File: config.mk
export PLATFORM = sky130hd
export DESIGN_NAME = i2c_slave_reg_ctl
export DESIGN_NICKNAME = d
export VERILOG_FILES = /design/src/rtl/i2c_slave_reg_ctl.sv
export SDC_FILE = /design/constraint.sdc
export NUM_CORES = 1
export LEC_CHECK = 0
export BUFFER_PORTS_ARGS = -buffer_cell sky130_fd_sc_hd__buf_2
export CAP_MARGIN = 20
export CORE_MARGIN = 8
export CORE_UTILIZATION = 60
export CTS_CLUSTER_DIAMETER = 100
export DETAILED_ROUTE_END_ITERATION = 16
export GPL_TIMING_DRIVEN = 0
export PLACE_DENSITY = 0.82
export SYNTH_ARGS = -nofsm -noshare
export SYNTH_HDL_FRONTEND = slang
export SYNTH_SLANG_ARGS = --single-unit
File: constraint.sdc
create_clock -name sysclk_i -period 5 [get_ports sysclk_i]
set_clock_uncertainty 0.15 [all_clocks]
set_input_delay 1 -clock sysclk_i [delete_from_list [all_inputs] [get_ports sysclk_i]]
set_output_delay 1 -clock sysclk_i [all_outputs]
set_load 0.1 [all_outputs]
File: src/rtl/i2c_slave_reg_ctl.sv
// I2C target that decodes 7-bit addressed transfers into a byte-wide register port
// with an auto-incrementing pointer. Never drives SCL; SDA is open-drain via sda_oen_o.
module i2c_slave_reg_ctl #(
    parameter logic [6:0] SLV_ADDR = 7'h50,
    parameter int         ADDR_W   = 8,
    parameter int         FILT_LEN = 3
) (
    input  logic              sysclk_i,
    input  logic              reset_i,
    input  logic              scl_i,
    input  logic              sda_i,
    output logic              sda_oen_o,
    output logic              wr_ena_o,
    output logic [ADDR_W-1:0] wr_addr_o,
    output logic [7:0]        wr_data_o,
    output logic              rd_ena_o,
    output logic [ADDR_W-1:0] rd_addr_o,
    input  logic [7:0]        rd_data_i,
    output logic              busy_o,
    output logic              sel_o
);
    localparam int CW = $clog2(FILT_LEN) + 1;

    typedef enum logic [3:0] {
        IDLE, ADDR, ADDR_ACK, PTR, PTR_ACK, WDATA, WDATA_ACK, RDATA, RDATA_ACK
    } state_t;

    // bit 1 = scl, bit 0 = sda
    logic [1:0]    sync_p0, sync_p1, filt, filt_q;
    logic [CW-1:0] flt_cnt [2];

    // Stage: synchroniser and glitch filter
    always_ff @(posedge sysclk_i or posedge reset_i) begin
        if (reset_i) begin
            sync_p0 <= 2'b11;
            sync_p1 <= 2'b11;
            filt    <= 2'b11;
            filt_q  <= 2'b11;
            for (int i = 0; i < 2; i++) flt_cnt[i] <= '0;
        end else begin
            sync_p0 <= {scl_i, sda_i};
            sync_p1 <= sync_p0;
            filt_q  <= filt;
            for (int i = 0; i < 2; i++) begin
                if (sync_p1[i] == filt[i]) begin
                    flt_cnt[i] <= '0;
                end else if (flt_cnt[i] == CW'(FILT_LEN - 1)) begin
                    filt[i]    <= sync_p1[i];
                    flt_cnt[i] <= '0;
                end else begin
                    flt_cnt[i] <= flt_cnt[i] + 1'b1;
                end
            end
        end
    end

    logic scl_f, sda_f, scl_rise, scl_fall, start_c, stop_c;
    assign scl_f    = filt[1];
    assign sda_f    = filt[0];
    assign scl_rise = scl_f & ~filt_q[1];
    assign scl_fall = ~scl_f & filt_q[1];
    assign start_c  = scl_f & filt_q[1] & filt_q[0] & ~sda_f;
    assign stop_c   = scl_f & filt_q[1] & ~filt_q[0] & sda_f;

    state_t            state;
    logic [3:0]        bit_cnt;
    logic [7:0]        rx_sr, tx_sr;
    logic              rw;
    logic [ADDR_W-1:0] ptr;

    // Stage: bus protocol FSM
    always_ff @(posedge sysclk_i or posedge reset_i) begin
        if (reset_i) begin
            state     <= IDLE;
            bit_cnt   <= '0;
            rx_sr     <= '0;
            tx_sr     <= '0;
            rw        <= 1'b0;
            ptr       <= '0;
            sda_oen_o <= 1'b1;
            wr_ena_o  <= 1'b0;
            wr_addr_o <= '0;
            wr_data_o <= '0;
            rd_ena_o  <= 1'b0;
            rd_addr_o <= '0;
            busy_o    <= 1'b0;
            sel_o     <= 1'b0;
        end else begin
            wr_ena_o <= 1'b0;
            rd_ena_o <= 1'b0;
            if (wr_ena_o) ptr <= ptr + 1'b1;
            // read data is valid while the strobe is high
            if (rd_ena_o) tx_sr <= rd_data_i;

            if (start_c) begin
                state     <= ADDR;
                bit_cnt   <= '0;
                sda_oen_o <= 1'b1;
                busy_o    <= 1'b1;
                sel_o     <= 1'b0;
            end else if (stop_c) begin
                state     <= IDLE;
                sda_oen_o <= 1'b1;
                busy_o    <= 1'b0;
                sel_o     <= 1'b0;
            end else begin
                case (state)
                    ADDR: begin
                        if (scl_rise) begin
                            rx_sr   <= {rx_sr[6:0], sda_f};
                            bit_cnt <= bit_cnt + 1'b1;
                        end else if (scl_fall && bit_cnt == 4'd8) begin
                            if (rx_sr[7:1] == SLV_ADDR) begin
                                sda_oen_o <= 1'b0;
                                sel_o     <= 1'b1;
                                rw        <= rx_sr[0];
                                state     <= ADDR_ACK;
                                if (rx_sr[0]) begin
                                    rd_ena_o  <= 1'b1;
                                    rd_addr_o <= ptr;
                                end
                            end else begin
                                state <= IDLE;
                            end
                        end
                    end
                    ADDR_ACK: begin
                        if (scl_fall) begin
                            if (rw) begin
                                sda_oen_o <= tx_sr[7];
                                tx_sr     <= {tx_sr[6:0], 1'b0};
                                bit_cnt   <= 4'd1;
                                state     <= RDATA;
                            end else begin
                                sda_oen_o <= 1'b1;
                                bit_cnt   <= '0;
                                state     <= PTR;
                            end
                        end
                    end
                    PTR: begin
                        if (scl_rise) begin
                            rx_sr   <= {rx_sr[6:0], sda_f};
                            bit_cnt <= bit_cnt + 1'b1;
                        end else if (scl_fall && bit_cnt == 4'd8) begin
                            ptr       <= ADDR_W'(rx_sr);
                            sda_oen_o <= 1'b0;
                            state     <= PTR_ACK;
                        end
                    end
                    PTR_ACK, WDATA_ACK: begin
                        if (scl_fall) begin
                            sda_oen_o <= 1'b1;
                            bit_cnt   <= '0;
                            state     <= WDATA;
                        end
                    end
                    WDATA: begin
                        if (scl_rise) begin
                            rx_sr   <= {rx_sr[6:0], sda_f};
                            bit_cnt <= bit_cnt + 1'b1;
                            if (bit_cnt == 4'd7) begin
                                wr_ena_o  <= 1'b1;
                                wr_addr_o <= ptr;
                                wr_data_o <= {rx_sr[6:0], sda_f};
                            end
                        end else if (scl_fall && bit_cnt == 4'd8) begin
                            sda_oen_o <= 1'b0;
                            state     <= WDATA_ACK;
                        end
                    end
                    RDATA: begin
                        if (scl_fall) begin
                            if (bit_cnt == 4'd8) begin
                                sda_oen_o <= 1'b1;
                                state     <= RDATA_ACK;
                            end else begin
                                sda_oen_o <= tx_sr[7];
                                tx_sr     <= {tx_sr[6:0], 1'b0};
                                bit_cnt   <= bit_cnt + 1'b1;
                            end
                        end
                    end
                    RDATA_ACK: begin
                        if (scl_rise) begin
                            if (!sda_f) begin
                                ptr       <= ptr + 1'b1;
                                rd_ena_o  <= 1'b1;
                                rd_addr_o <= ptr + 1'b1;
                            end else begin
                                state <= IDLE;
                                sel_o <= 1'b0;
                            end
                        end else if (scl_fall) begin
                            sda_oen_o <= tx_sr[7];
                            tx_sr     <= {tx_sr[6:0], 1'b0};
                            bit_cnt   <= 4'd1;
                            state     <= RDATA;
                        end
                    end
                    default: ;
                endcase
            end
        end
    end
endmodule

==> results_dict.tcl <==
set metrics [dict create \
    post_cts_resized 0 \
    drive_gt1_share_pct 28.2 \
    nNetsFinal 464 \
    crit_slowest_cell "dfstp_2" \
    crit_family "buffers and inverters" \
    reg2reg_from "filt[1]$_DFFE_PP1P_" \
    die_w_um 99.8 \
    startpoint_type "flop" \
    synth.area.top_cells "dfrtp_1 40%, mux2_2 6.9%, dfstp_2 5.6%, mux2_1 3.5%, xnor2_1 2.9%" \
    grt_pass1_wl_mm 15.9 \
    crit_path_frequent_cell "clkbuf_1" \
    leakage_uw 0.00226 \
    clk_pin_slew_worst_paths_ns 0.09 \
    slew_headroom_pct 39.5 \
    ys_types 67 \
    postRouteAntennaNets 0 \
    grt_max_degree 77 \
    viasPerCell 5.96 \
    postPlaceCellArea_sq_mm 0.00454 \
    finalCriticalPeriod_ns 2.79 \
    min_period_over_period_pct 55.8 \
    drc 0 \
    cts-htree-levels 3 \
    post_cts_buffers 0 \
    pin_count 41 \
    path_class "reg2reg" \
    areaGrowthSynthToFinish_pct 13.4 \
    tightestPinTransition_ns 0.896 \
    ctsHoldBuffers 0 \
    globalRouteTotalUtil_pct 20.4 \
    core-area_sq_mm 0.00679 \
    slowest_delay_ns 0.59 \
    overflow 0 \
    vias 3252 \
    slew_viol_final 0 \
    wl_per_cell_um 17.9 \
    synthArstFlopShare_pct 100 \
    cts_buffer_depth 2 \
    hp-class "reg2reg" \
    critPathArrivalTime_ns 2.85 \
    status "finished, final reports clean" \
    use_met2_pct 30.2 \
    yosysTopAreaCellShare_pct 39.8 \
    most-common-layout-cells "67 x dfrtp_1, 48 x buf_2, 28 x nand2_1" \
    final-hold-violation-count 0 \
    cts.sinks 76 \
    drt-total-wl_mm 9.78 \
    first_pass_iters 6 \
    die_area_sq_mm 0.00996 \
    cts_buffers 9 \
    grt_use_met1_pct 27.0 \
    whs_path_depth 0 \
    required_ns 5.06 \
    fin_tns_setup_ns 0 \
    met3_usage_pct 6.09 \
    cts-root-buf "clkbuf_8" \
    die_h_um 99.8 \
    ff2ff_setup_slack_ns 2.21 \
    synth_warnings 0 \
    syn_area_sq_mm 0.00422 \
    end_kind "flop" \
    gp_congestion 0.953 \
    initial_utilization_pct 62.0 \
    synthCells 394 \
    avgSynthCellArea_sq_um 10.7 \
    min-delay-start "sync_p0[0]$_DFF_PP1_" \
    num_rows 30 \
    hold_path_end "sync_p1[0]$_DFF_PP1_" \
    cts_tree "built" \
    insertion_delay_ns 0.36 \
    max_cap_violations 0 \
    antenna_found_initial 0 \
    worstPathMaxFanout 10 \
    synth_ff_type "dfrtp_1" \
    vdd_drop_max_v 0.000315 \
    first_global_vias 3196 \
    dpl.hpwl_mm 7.02 \
    port_buffers 40 \
    cellPowerDensity_mw_per_mm2 365 \
    synth_top_area_cell "dfrtp_1" \
    rr_endpoint "ptr[3]$_DFF_PP0_" \
    final_area_sq_mm 0.00478 \
    cp_cell_sequence "ha_1, clkbuf_1, inv_1, nor2_1, clkbuf_1, o21ai_0" \
    syn_nets 413 \
    drt_iter0_markers 261 \
    max_freq_ghz 0.359 \
    top_usage_layer "met2" \
    rsz0062_at_grt "no" \
    synth-seq-cells 76 \
    synth_edf_count 0 \
    path_buf_inv 3 \
    synth-seq-area-share_pct 45.4 \
    num_antenna_cells 0 \
    r2r_cells 6 \
    final_common_cell "dfrtp_1" \
    setup_viol 0 \
]
-- sequential cells by signal (all words and copies together) (netlist names), 2 cells and up --
register,cells
state,4
rd_addr_o,8
filt_q,2
rx_sr,8
flt_cnt,6
ptr,8
tx_sr,8
wr_addr_o,8
filt,2
wr_data_o,8
sync_p0,2
sync_p1,2
bit_cnt,4
-- layout make-up --
type / count / area, sq um
fillers: 509 / 2010
clock buffers: 9 / 124
clock inverters: 7 / 119
inverters: 17 / 66.3
repair buffers: 40 / 200
plain buffers: 25 / 146
well taps: 96 / 120
multi-input cells: 276 / 2090
flip-flops and latches: 76 / 1910
-- metal layers --
metal	wire (um)	part of all wire (%)
met1	4410	45
met2	4340	44
met3	812	8.3
met4	225	2.3
met5	0	0
-- synthesized netlist by cell type (3+ instances only) --
master,count
a21o_1,3
a21oi_1,14
a22oi_1,10
a31oi_1,3
a32oi_1,3
and2_1,3
and3_1,5
buf_2,8
buf_6,3
clkbuf_1,10
dfrtp_1,67
dfstp_2,9
ha_1,7
inv_1,17
mux2_1,13
mux2_2,26
mux2_4,8
mux2i_1,3
nand2_1,28
nand2b_1,6
nand3_1,7
nand4_1,5
nor2_1,20
nor2b_1,10
nor3_1,10
o21ai_0,18
o22ai_1,9
or3_1,3
xnor2_1,14
xor2_1,11
-- power breakdown --
part,internal (uW),switching [uW]
combinational,148,313
clock,296,261
sequential,680,46.5
total,1120,620
-- through the flow --
step	power, uW	hold WS, ns	std cells	setup slack [ns]	util [%]
2_1_floorplan	1090	0.195	394	1.93	-
3_3_place_gp	1180	0.195	530	1.12	66.8
3_5_place_dp	1190	0.197	530	2.29	66.8
4_1_cts	1750	0.209	546	2.26	70.4
5_1_grt	1830	0.207	546	2.08	70.4
6_report	1740	0.210	546	2.21	70.4
-- worst max path at each step --
stage	start	endpoint	slack, ns	cells past startpoint
final	filt[1]$_DFFE_PP1P_	ptr[3]$_DFF_PP0_	2.21	6
after global routing	filt[1]$_DFFE_PP1P_	ptr[3]$_DFF_PP0_	2.08	6
after CTS	filt[1]$_DFFE_PP1P_	ptr[3]$_DFF_PP0_	2.26	6
after detailed placement	filt[1]$_DFFE_PP1P_	tx_sr[4]$_DFF_PP0_	2.29	7
after global placement	reset_i	flt_cnt[0]$_DFF_PP0_	1.12	2
after floorplan	reset_i	bit_cnt[0]$_DFFE_PP0P_	1.93	1
-- cells by family (layout without fill, tap and decap cells) --
kind of cell             after synthesis  count (layout)  share of synthesized area, %
AO/OA/AOI/OAI                         81              81                          13.4
XOR/XNOR                              25              25                          5.19
adder cells (fa/ha/maj)                8               8                          2.32
buffers and inverters                 42              98                          4.99
flip-flops                            76              76                          45.4
multiplexers                          50              50                          14.0
AND/OR/NAND/NOR                      112             112                          14.7
Note: power is estimated with default switching activity, not from simulation.
